===== src/rtl/mario_motion_if.sv =====
// Player motion bus: button/strobe inputs toward the motion block and the
// kinematic outputs it produces for the sprite-select and render stages.
interface mario_motion_if;
  logic        tick;
  logic        left;
  logic        right;
  logic        jump_btn;
  logic        level;
  logic [10:0] x;
  logic [10:0] y;
  logic        airborne;
  logic        walking;
  logic        landed;
  logic [1:0]  mstate;

  modport master (
    output tick, left, right, jump_btn, level,
    input  x, y, airborne, walking, landed, mstate
  );

  modport slave (
    input  tick, left, right, jump_btn, level,
    output x, y, airborne, walking, landed, mstate
  );
endinterface


===== src/rtl/mario_motion.sv =====
// Per-frame player kinematics: buttons in, sprite position and jump/fall state out.
//
//  state  | meaning
//  -------+--------------------------------------------------------------
//  GROUND | standing on GROUND_Y, a latched jump request launches a jump
//  RISE   | moving up, speed decays by GRAVITY, release cuts speed to CUT_V
//  FALL   | moving down, speed grows to MAX_FALL, clamps and lands on GROUND_Y
module mario_motion #(
  parameter logic [11:0] X_RESET   = 12'd40,
  parameter logic [11:0] X_MIN     = 12'd0,
  parameter logic [11:0] X_MAX     = 12'd600,
  parameter logic [11:0] GROUND_Y  = 12'd400,
  parameter logic [11:0] WALK_STEP = 12'd2,
  parameter logic [4:0]  JUMP_V    = 5'd12,
  parameter logic [4:0]  GRAVITY   = 5'd1,
  parameter logic [4:0]  MAX_FALL  = 5'd12,
  parameter logic [4:0]  CUT_V     = 5'd3
) (
  input  logic           clk,
  input  logic           rstn,
  mario_motion_if.slave  bus
);

  typedef enum logic [1:0] {
    GROUND = 2'b00,
    RISE   = 2'b01,
    FALL   = 2'b10
  } state_t;

  state_t      state_q, state_nxt;
  logic [10:0] x_q, x_nxt;
  logic [10:0] y_q, y_nxt;
  logic [4:0]  vy_q, vy_nxt;
  logic        jump_req_q, jump_req_nxt;
  logic        jump_prev_q;
  logic        airborne_q, airborne_nxt;
  logic        walking_q;
  logic        landed_q, landed_nxt;

  logic [11:0] lim;
  logic [11:0] x_ext;
  logic [11:0] y_ext;
  logic [4:0]  vc;
  logic [4:0]  nv;

  // State and datapath registers; everything visible downstream is a flop.
  always_ff @(posedge clk) begin
    if (rstn) begin
      state_q     <= GROUND;
      x_q         <= X_RESET[10:0];
      y_q         <= GROUND_Y[10:0];
      vy_q        <= 5'd0;
      jump_req_q  <= 1'b0;
      jump_prev_q <= 1'b0;
      airborne_q  <= 1'b0;
      walking_q   <= 1'b0;
      landed_q    <= 1'b0;
    end else begin
      state_q     <= state_nxt;
      x_q         <= x_nxt;
      y_q         <= y_nxt;
      vy_q        <= vy_nxt;
      jump_req_q  <= jump_req_nxt;
      jump_prev_q <= bus.jump_btn;
      airborne_q  <= airborne_nxt;
      walking_q   <= bus.left ^ bus.right;
      landed_q    <= landed_nxt;
    end
  end

  // Next state plus horizontal/vertical motion; nothing moves without a tick.
  always_comb begin
    lim          = X_MAX - (bus.level ? 12'd45 : 12'd40);
    x_ext        = {1'b0, x_q};
    y_ext        = {1'b0, y_q};
    vc           = vy_q;
    nv           = vy_q;
    state_nxt    = state_q;
    x_nxt        = x_q;
    y_nxt        = y_q;
    vy_nxt       = vy_q;

    if (bus.tick) begin
      // An edge that shrank (big sprite) pulls x back inside before buttons count.
      if (x_ext > lim)
        x_nxt = lim[10:0];
      else if (bus.left && !bus.right)
        x_nxt = (x_ext < X_MIN + WALK_STEP) ? X_MIN[10:0] : 11'(x_ext - WALK_STEP);
      else if (bus.right && !bus.left)
        x_nxt = (x_ext + WALK_STEP > lim) ? lim[10:0] : 11'(x_ext + WALK_STEP);

      case (state_q)
        GROUND: begin
          if (jump_req_q) begin
            vy_nxt    = JUMP_V;
            state_nxt = RISE;
          end
        end
        RISE: begin
          if (!bus.jump_btn && vy_q > CUT_V)
            vc = CUT_V;
          y_nxt  = (y_ext < {7'd0, vc}) ? 11'd0 : 11'(y_ext - {7'd0, vc});
          vy_nxt = vc - GRAVITY;
          if (vy_nxt == 5'd0)
            state_nxt = FALL;
        end
        FALL: begin
          nv = (vy_q + GRAVITY > MAX_FALL) ? MAX_FALL : vy_q + GRAVITY;
          if (y_ext + {7'd0, nv} >= GROUND_Y) begin
            y_nxt     = GROUND_Y[10:0];
            vy_nxt    = 5'd0;
            state_nxt = GROUND;
          end else begin
            y_nxt  = 11'(y_ext + {7'd0, nv});
            vy_nxt = nv;
          end
        end
        default: begin
          state_nxt = GROUND;
          vy_nxt    = 5'd0;
        end
      endcase
    end

    // Requests never survive airborne clks, so a press in the air cannot buffer a jump.
    if (state_q != GROUND)
      jump_req_nxt = 1'b0;
    else if (bus.jump_btn && !jump_prev_q)
      jump_req_nxt = 1'b1;
    else if (bus.tick && jump_req_q)
      jump_req_nxt = 1'b0;
    else
      jump_req_nxt = jump_req_q;
  end

  // Status outputs derived from the transition being taken this clk.
  always_comb begin
    airborne_nxt = (state_nxt != GROUND);
    landed_nxt   = bus.tick && (state_q == FALL) && (state_nxt == GROUND);
  end

  assign bus.x        = x_q;
  assign bus.y        = y_q;
  assign bus.airborne = airborne_q;
  assign bus.walking  = walking_q;
  assign bus.landed   = landed_q;
  assign bus.mstate   = state_q;

endmodule


===== src/flat_wrapper.sv =====
// flat-port wrapper written by rule: the top's interface ports become plain ports
module mario_motion_flat 
#(
  parameter logic [11:0] X_RESET   = 12'd40,
  parameter logic [11:0] X_MIN     = 12'd0,
  parameter logic [11:0] X_MAX     = 12'd600,
  parameter logic [11:0] GROUND_Y  = 12'd400,
  parameter logic [11:0] WALK_STEP = 12'd2,
  parameter logic [4:0]  JUMP_V    = 5'd12,
  parameter logic [4:0]  GRAVITY   = 5'd1,
  parameter logic [4:0]  MAX_FALL  = 5'd12,
  parameter logic [4:0]  CUT_V     = 5'd3
)
  (clk, rstn, bus_tick, bus_left, bus_right, bus_jump_btn, bus_level, bus_x, bus_y, bus_airborne, bus_walking, bus_landed, bus_mstate);
  mario_motion_if bus_i ();
  input  logic clk;
  input  logic rstn;
  input wire logic [$bits(bus_i.tick)-1:0] bus_tick;
  input wire logic [$bits(bus_i.left)-1:0] bus_left;
  input wire logic [$bits(bus_i.right)-1:0] bus_right;
  input wire logic [$bits(bus_i.jump_btn)-1:0] bus_jump_btn;
  input wire logic [$bits(bus_i.level)-1:0] bus_level;
  output wire logic [$bits(bus_i.x)-1:0] bus_x;
  output wire logic [$bits(bus_i.y)-1:0] bus_y;
  output wire logic [$bits(bus_i.airborne)-1:0] bus_airborne;
  output wire logic [$bits(bus_i.walking)-1:0] bus_walking;
  output wire logic [$bits(bus_i.landed)-1:0] bus_landed;
  output wire logic [$bits(bus_i.mstate)-1:0] bus_mstate;
  assign bus_i.tick = bus_tick;
  assign bus_i.left = bus_left;
  assign bus_i.right = bus_right;
  assign bus_i.jump_btn = bus_jump_btn;
  assign bus_i.level = bus_level;
  assign bus_x = bus_i.x;
  assign bus_y = bus_i.y;
  assign bus_airborne = bus_i.airborne;
  assign bus_walking = bus_i.walking;
  assign bus_landed = bus_i.landed;
  assign bus_mstate = bus_i.mstate;
  mario_motion #(.X_RESET(X_RESET), .X_MIN(X_MIN), .X_MAX(X_MAX), .GROUND_Y(GROUND_Y), .WALK_STEP(WALK_STEP), .JUMP_V(JUMP_V), .GRAVITY(GRAVITY), .MAX_FALL(MAX_FALL), .CUT_V(CUT_V)) u_core (.clk(clk), .rstn(rstn), .bus(bus_i));
endmodule

===== config.mk =====
export PLATFORM = sky130hd
export DESIGN_NAME = mario_motion_flat
export DESIGN_NICKNAME = d
export VERILOG_FILES = /design/src/rtl/mario_motion_if.sv /design/src/rtl/mario_motion.sv /design/src/flat_wrapper.sv
export SDC_FILE = /design/constraint.sdc
export NUM_CORES = 1
export LEC_CHECK = 0
export ABC_AREA = 1
export BUFFER_PORTS_ARGS = -buffer_cell sky130_fd_sc_hd__buf_2
export CORE_MARGIN = 2
export CORE_UTILIZATION = 54
export CTS_CLUSTER_SIZE = 24
export DETAILED_ROUTE_END_ITERATION = 7
export PLACE_DENSITY = 0.79
export REMOVE_ABC_BUFFERS = 1
export SLEW_MARGIN = 5
export SYNTH_ARGS = -nofsm -noshare
export SYNTH_HDL_FRONTEND = slang
export SYNTH_SLANG_ARGS = --single-unit
export TNS_END_PERCENT = 5

===== constraint.sdc =====
create_clock -name clk -period 3.12 [get_ports clk]
set_clock_uncertainty 0.2 [all_clocks]
set_input_delay 0.624 -clock clk [delete_from_list [all_inputs] [get_ports clk]]
set_output_delay 0.624 -clock clk [all_outputs]
set_load 0.02 [all_outputs]

==> results of run 1 <==
sequential cells by signal, indices dropped and copies added (netlist names):
name,flops
u_core.vy_q,5
u_core.jump_req_q,1
u_core.jump_prev_q,1
u_core.bus.airborne,1
u_core.bus.landed,1
u_core.bus.mstate,2
u_core.bus.x,11
u_core.bus.walking,1
u_core.bus.y,11
final cells by class:
class,instances,area [um2],area share
Multi-Input combinational cell,400,2390,0.620
Sequential cell,34,688,0.178
Timing Repair Buffer,57,353,0.0914
Inverter,61,236,0.0613
Tap cell,72,90.1,0.0233
Clock buffer,6,82.6,0.0214
Clock inverter,2,12.5,0.00324
Timing Repair inverter,1,5.00,0.00130
synthesized netlist by cell type, drive strengths merged (2+ instances only):
| library cell | count |
|---|---|
| a21oi | 29 |
| a31oi | 8 |
| buf | 8 |
| clkbuf | 3 |
| dfxtp | 34 |
| fa | 2 |
| ha | 28 |
| inv | 61 |
| nand2 | 150 |
| nand3 | 44 |
| nand3b | 3 |
| nand4 | 9 |
| nor2 | 54 |
| nor3 | 8 |
| nor4 | 2 |
| o21ai | 28 |
| o22ai | 2 |
| or2 | 7 |
| xor2 | 19 |
timing repair:
item	CTS	global route
endpoints found under the setup margin	17	19
setup buffers	3	5
pin swaps	7	15
cloned	0	1
gates resized for setup	23	31
path summary, 6_finish.rpt:
kind | start | endpoint | slack [ns]
max | u_core.vy_q[0] | u_core.vy_q[3] | -0.17
min | u_core.jump_prev_q | u_core.jump_req_q | 0.32
max reg2reg | u_core.vy_q[0] | u_core.vy_q[3] | -0.17
min reg2reg | u_core.jump_prev_q | u_core.jump_req_q | 0.32
tightest hold or removal path, cell delays in order (launching register included):
cell and delay [ns]:
dfxtp_1 0.32, o21ai_0 0.08, nand2_1 0.06, nor2_1 0.03
power breakdown:
part | switching, mW | internal [mW] | total [mW]
registers | 0.0334 | 0.455 | 0.488
clock network | 0.174 | 0.177 | 0.352
logic | 0.275 | 0.159 | 0.433
routing by layer:
metal,routed length [um],vias to the layer above,GRT usage
met5,0,-,0
li1,-,1763,-
met1,4140,1674,0.402
met2,4310,186,0.465
met3,748,28,0.0315
met4,193,0,0.0915
kinds of logic after synthesis:
logic type      Yosys count  synth area share
flops                    34             0.215
other cells               1           0.00118
simple gates            278             0.387
compound gates           72             0.132
fa+ha+maj                30             0.123
xor+xnor                 19            0.0524
buf+inv                  72            0.0903
through the flow:
step,TNS (ns),instances,cell area (um2),setup WS (ns)
after global routing,-4.38,633,3860,-0.310
after global placement,-1.20,616,3490,-0.143
after CTS,-0.0250,627,3710,-0.0173
after detailed placement,-4.08,616,3490,-0.315
after floorplan,-0.955,495,3120,-0.134
final,-1.95,633,3860,-0.166
cell usage in the layout (no fill, tap or decap), types with 6 or more instances in the layout:
| master | instances |
|---|---|
| clkbuf_8 | 6 |
| xor2_1 | 16 |
| o21ai_0 | 25 |
| nand4_1 | 9 |
| nand3_2 | 6 |
| buf_4 | 22 |
| a21oi_1 | 25 |
| buf_2 | 33 |
| ha_1 | 25 |
| nand2_2 | 20 |
| dfxtp_1 | 30 |
| nor3_1 | 7 |
| nand3_1 | 36 |
| a31oi_1 | 8 |
| nor2_1 | 45 |
| inv_1 | 57 |
| nand2_1 | 130 |
| nor2_2 | 8 |
==> run_results.csv, run 1 <==
group,metric,value,unit
run_status,outcome,"finished, violations left",
run_status,violations,"setup timing",
pwr,p_leak,1.87,nW
placement,gp_congestion,0.931,
floorplanning,start_util,0.569,
detailed_routing,wirelength,9400,um
detailed_routing,first_pass_iters,5,
detailed_routing,drc,0,
finish,fill_cells,467,
cts,cts_max_path_buffers,2,
cts,htreeDepth,2,
pwr,power,1.27,mW
worst_setup_path,start_kind,"flip-flop",
detailed_routing,vias_per_cell,5.77,
worst_setup_path,crit_type,"flip-flop to flip-flop",
grt,grt.overflow.total,0,
grt,antenna_found_initial,0,
worst_hold_path,min_path_cells,3,
cts,cts_tree,"done",
synthesis,postSynthCellCount,506,
synthesis,yosys_warnings,0,
worst_hold_path,hold_class,"flip-flop to flip-flop",
detailed_routing,initialDrtViolationCount,433,
grt,track_usage,0.289,
timing,fin_ws,-0.166,ns
timing,relSlewSlack,0.644,
timing,hold_viol_final,0,
cts,cts_hold_buf,0,
worst_setup_path,critPathCaptureType,"flip-flop",
synthesis,synthArstFlopShare,0,
grt,grt_pass1_vias,3208,
worst_setup_path,worst_path_max_delay_cell,"dfxtp_2",
pwr,ir_drop,202,uV
synthesis,seq_area_frac_synth,0.215,
worst_setup_path,cpPeakStageDelay,0.38,ns
timing,tightestPinTransition,0.533,ns
finish,nNetsFinal,597,
timing,min_period,3.29,ns
floorplanning,coreArea,0.00557,mm2
worst_setup_path,path_depth,18,
detailed_routing,wl_per_cell,14.8,um
timing,setup_viol,17,
cts,numClockSinks,34,
floorplanning,ios,34,
worst_setup_path,critical_path.max_fanout,6,
timing,slew_violations,0,
timing,rsz0062_at_grt,"true",
detailed_routing,ant_nets,0,
worst_setup_path,path_cells,"buf_6 > nand3_2 > xor2_2 > o31ai_4 > nor2_2 > ha_2 > fa_2 > nand2_2 > nand2_2 > nand3_2 > nand2_2 > nand2_2 > nand3_2 > a21oi_4 > nand3_4 > clkinv_4 > nand3_2 > a31oi_1",
synthesis,synth_top_cell_area_share,0.215,
floorplanning,fp.dieArea,0.00651,mm2
synthesis,ys_seq_elements,34,
floorplanning,fp-row-count,27,
grt,grt_max_degree,18,
floorplanning,die_y,80.7,um
worst_setup_path,cp_top_family,"simple AND/OR/NAND/NOR gates",
synthesis,ys_top_cells_by_area,"dfxtp_1, nand2_1, ha_1, inv_1, nand3_1",
cts,clk_latency,0.30,ns
finish,antenna_cells,0,
synthesis,netlist_area,0.00317,mm2
cts,cts.clk_slew.worst_paths,0.07,ns
pwr,p_per_area,330,mW/mm2
placement,port_buffers,33,
job,cap_viol_max_count,0,
worst_setup_path,arrival,3.30,ns
worst_setup_path,worstPathRequired,3.13,ns
timing,fmax,304,MHz
cts,clock-root-buffer,"clkbuf_8",
placement,hpwlAfterDp,6440,um
worst_setup_path,path_buf_inv,2,
synthesis,synth_edf_count,0,
synthesis,synth_top_area_cell,"dfxtp_1",
detailed_routing,vias,3651,
timing,fin_crit_sh,1.05,
finish,layout-drive-gt1-share,0.235,
worst_setup_path,r2r_cells,18,
floorplanning,die_w,80.7,um
finish,finish.utilization,0.692,
grt,grt_pass1_wl,14700,um
cts,numCtsBuffers,5,
timing,hold_ws,0.320,ns
synthesis,synth.distinct_cells,38,
finish,syn_to_final_growth,21.6,%
synthesis,avgSynthCellArea,6.27,um2
synthesis,synth_ff_type,"dfxtp_1",
Note: power is estimated with default switching activity, not from simulation.
==> run 2: changes to the inputs <==
--- a/config.mk
+++ b/config.mk
@@ -8,10 +8,10 @@
 export ABC_AREA = 1
 export BUFFER_PORTS_ARGS = -buffer_cell sky130_fd_sc_hd__buf_2
 export CORE_MARGIN = 2
-export CORE_UTILIZATION = 54
+export CORE_UTILIZATION = 55
 export CTS_CLUSTER_SIZE = 24
 export DETAILED_ROUTE_END_ITERATION = 7
-export PLACE_DENSITY = 0.79
+export PLACE_DENSITY = 0.77
 export REMOVE_ABC_BUFFERS = 1
 export SLEW_MARGIN = 5
 export SYNTH_ARGS = -nofsm -noshare
==> constraint.sdc (replaced) <==
create_clock -name clk -period 3.5 [get_ports clk]
set_clock_uncertainty 0.2 [all_clocks]
set_input_delay 0.7 -clock clk [delete_from_list [all_inputs] [get_ports clk]]
set_output_delay 0.7 -clock clk [all_outputs]
set_load 0.02 [all_outputs]
==> run_results.csv, run 2 (synthesis gave the netlist of run 1 again) <==
group,metric,value,unit
worst_setup_path,critical_path.max_fanout,7,
finish,most-common-layout-cells,"nand2_1, inv_1, nor2_1",
detailed_routing,first_pass_iters,5,
floorplanning,die_w,80.0,um
worst_setup_path,critPathCaptureType,"flip-flop",
timing,tightestPinTransition,0.553,ns
cts,clk_latency,0.29,ns
placement,hpwlAfterDp,6490,um
finish,finish.utilization,0.654,
cts,numClockSinks,34,
placement,gp_congestion,0.922,
grt,grt.overflow.total,0,
worst_setup_path,worstPathRequired,3.52,ns
worst_setup_path,path_cells,"buf_4 > nand3_1 > xor2_2 > o31ai_4 > or2_2 > ha_4 > a21oi_2 > nand2_1 > nand2_1 > nand2_1 > nand2_1 > nand2_1 > a21oi_4 > nand3_4 > inv_6 > nand2_1 > nand2_1 > nand2_1 > a21oi_2",
pwr,p_int,0.743,mW
finish,fin_area,0.00362,mm2
placement,placed_area,0.00340,mm2
timing,slew_violations,0,
finish,syn_to_final_growth,14.2,%
placement,port_buffers,33,
detailed_routing,vias,3435,
timing,fin_ws,0.194,ns
job,cap_viol_max_count,0,
worst_setup_path,cp_top_family,"simple AND/OR/NAND/NOR gates",
placement,pre_cts_ws,-0.0641,ns
pwr,p_leak,1.78,nW
worst_setup_path,start_kind,"flip-flop",
placement,dp_cells,604,
pwr,power,1.16,mW
cts,cts_tree,"done",
run_status,outcome,"finished clean",
finish,nNetsFinal,577,
pwr,power.switching,0.420,mW
finish,layout-drive-gt1-share,0.168,
detailed_routing,drc,0,
floorplanning,fp.dieArea,0.00639,mm2
pwr,seq_power_share,0.375,
worst_setup_path,crit_type,"flip-flop to flip-flop",
floorplanning,die_y,80.0,um
worst_setup_path,worst_path_max_delay_cell,"dfxtp_2",
floorplanning,coreArea,0.00554,mm2
timing,final.setup.tns,0,ns
worst_setup_path,reg2reg_slack,0.19,ns
cts,htreeDepth,2,
worst_setup_path,arrival,3.33,ns
grt,track_usage,0.292,
cts,cts.clk_slew.worst_paths,0.08,ns
timing,fin_crit_sh,0.945,
worst_setup_path,crit_path_frequent_cell,"nand2_1",
detailed_routing,initialDrtViolationCount,196,
worst_setup_path,cpPeakStageDelay,0.37,ns
cts,post_cts_buffers,0,
pwr,p_clk_frac,0.319,
worst_setup_path,path_buf_inv,2,
finish,layoutNonFillerInstCount,613,
pwr,p_comb_frac,0.306,
grt,grt_pass1_wl,14800,um
detailed_routing,vias_per_cell,5.60,
finish,antenna_cells,0,
finish,multi_input_area,0.00230,mm2
floorplanning,start_util,0.573,
worst_hold_path,hold_class,"flip-flop to flip-flop",
grt,grt_max_degree,18,
timing,fmax,302,MHz
pwr,swShare,0.361,
grt,antenna_found_initial,0,
timing,min_period,3.31,ns
cts,cts_hold_buf,0,
detailed_routing,wl_per_cell,14.2,um
cts,clock-root-buffer,"clkbuf_8",
timing,setup_viol,0,
finish,layout_commonest_cell,"nand2_1",
detailed_routing,ant_nets,0,
pwr,ir_drop,201,uV
timing,relSlewSlack,0.631,
detailed_routing,wirelength,8720,um
floorplanning,fp-row-count,27,
cts,cts_max_path_buffers,2,
cts,numCtsBuffers,5,
pwr,p_per_area,321,mW/mm2
timing,hold_ws,0.300,ns
floorplanning,ios,34,
grt,grt_pass1_vias,3319,
finish,fill_cells,538,
timing,hold_viol_final,0,
finish,regArea,684,um2
## run 2: cell types whose count changed in the layout (fill, tap and decap cells not counted), moves of 2 or more
cell     change
nor2_1       +2
nand2_1     +11
nor2_2       -2
nand2_2     -11
nand3_1      +4
buf_4       -18
buf_6        -2
nand3_2      -3
## run 2: layout make-up
cell class / count / area share
clock buffer: 5 / 0.0190
clock inverter: 3 / 0.0110
inverter: 61 / 0.0652
multi-input combinational: 400 / 0.636
sequential: 34 / 0.189
tap: 72 / 0.0249
timing repair buffer: 37 / 0.0538
timing repair inverter: 1 / 0.00138
## run 2: metal layers
metal	global-route usage	wire length [um]	up-vias	share of wire
li1	-	-	1715	-
met5	0	0	-	0
met3	0.0407	517	18	0.059
met1	0.370	3810	1584	0.44
met2	0.493	4220	118	0.48
met4	0.127	176	0	0.020
## run 2: what timing repair did
item                                    CTS  global route
endpoints found under the setup margin    3            17
pin swaps                                 0             4
hold endpoints to repair                  0             0
gates resized for setup                   2            23
gates cloned                              0             1
## run 2: power groups by stage
stage	registers (mW)	clock network, mW	logic, mW
after floorplan	0.458	0	0.237
after global placement	0.442	0	0.332
after detailed placement	0.443	0	0.341
after CTS	0.434	0.375	0.344
after global routing	0.439	0.389	0.406
final	0.436	0.370	0.356
## run 2: path summary, 6_finish.rpt
path | start | to | depth (start not counted)
hold reg to reg | u_core.jump_prev_q | u_core.jump_req_q | 3
hold / removal | u_core.jump_prev_q | u_core.jump_req_q | 3
setup reg to reg | u_core.vy_q[2] | u_core.vy_q[2] | 19
setup / recovery | u_core.vy_q[2] | u_core.vy_q[2] | 19
## run 2: tightest hold or removal path, delay by kind of cell (launching register included)
kind / cells / cell delay (ns)
flip-flops: 1 / 0.31
AND/OR/NAND/NOR: 2 / 0.08
AO/OA/AOI/OAI: 1 / 0.07
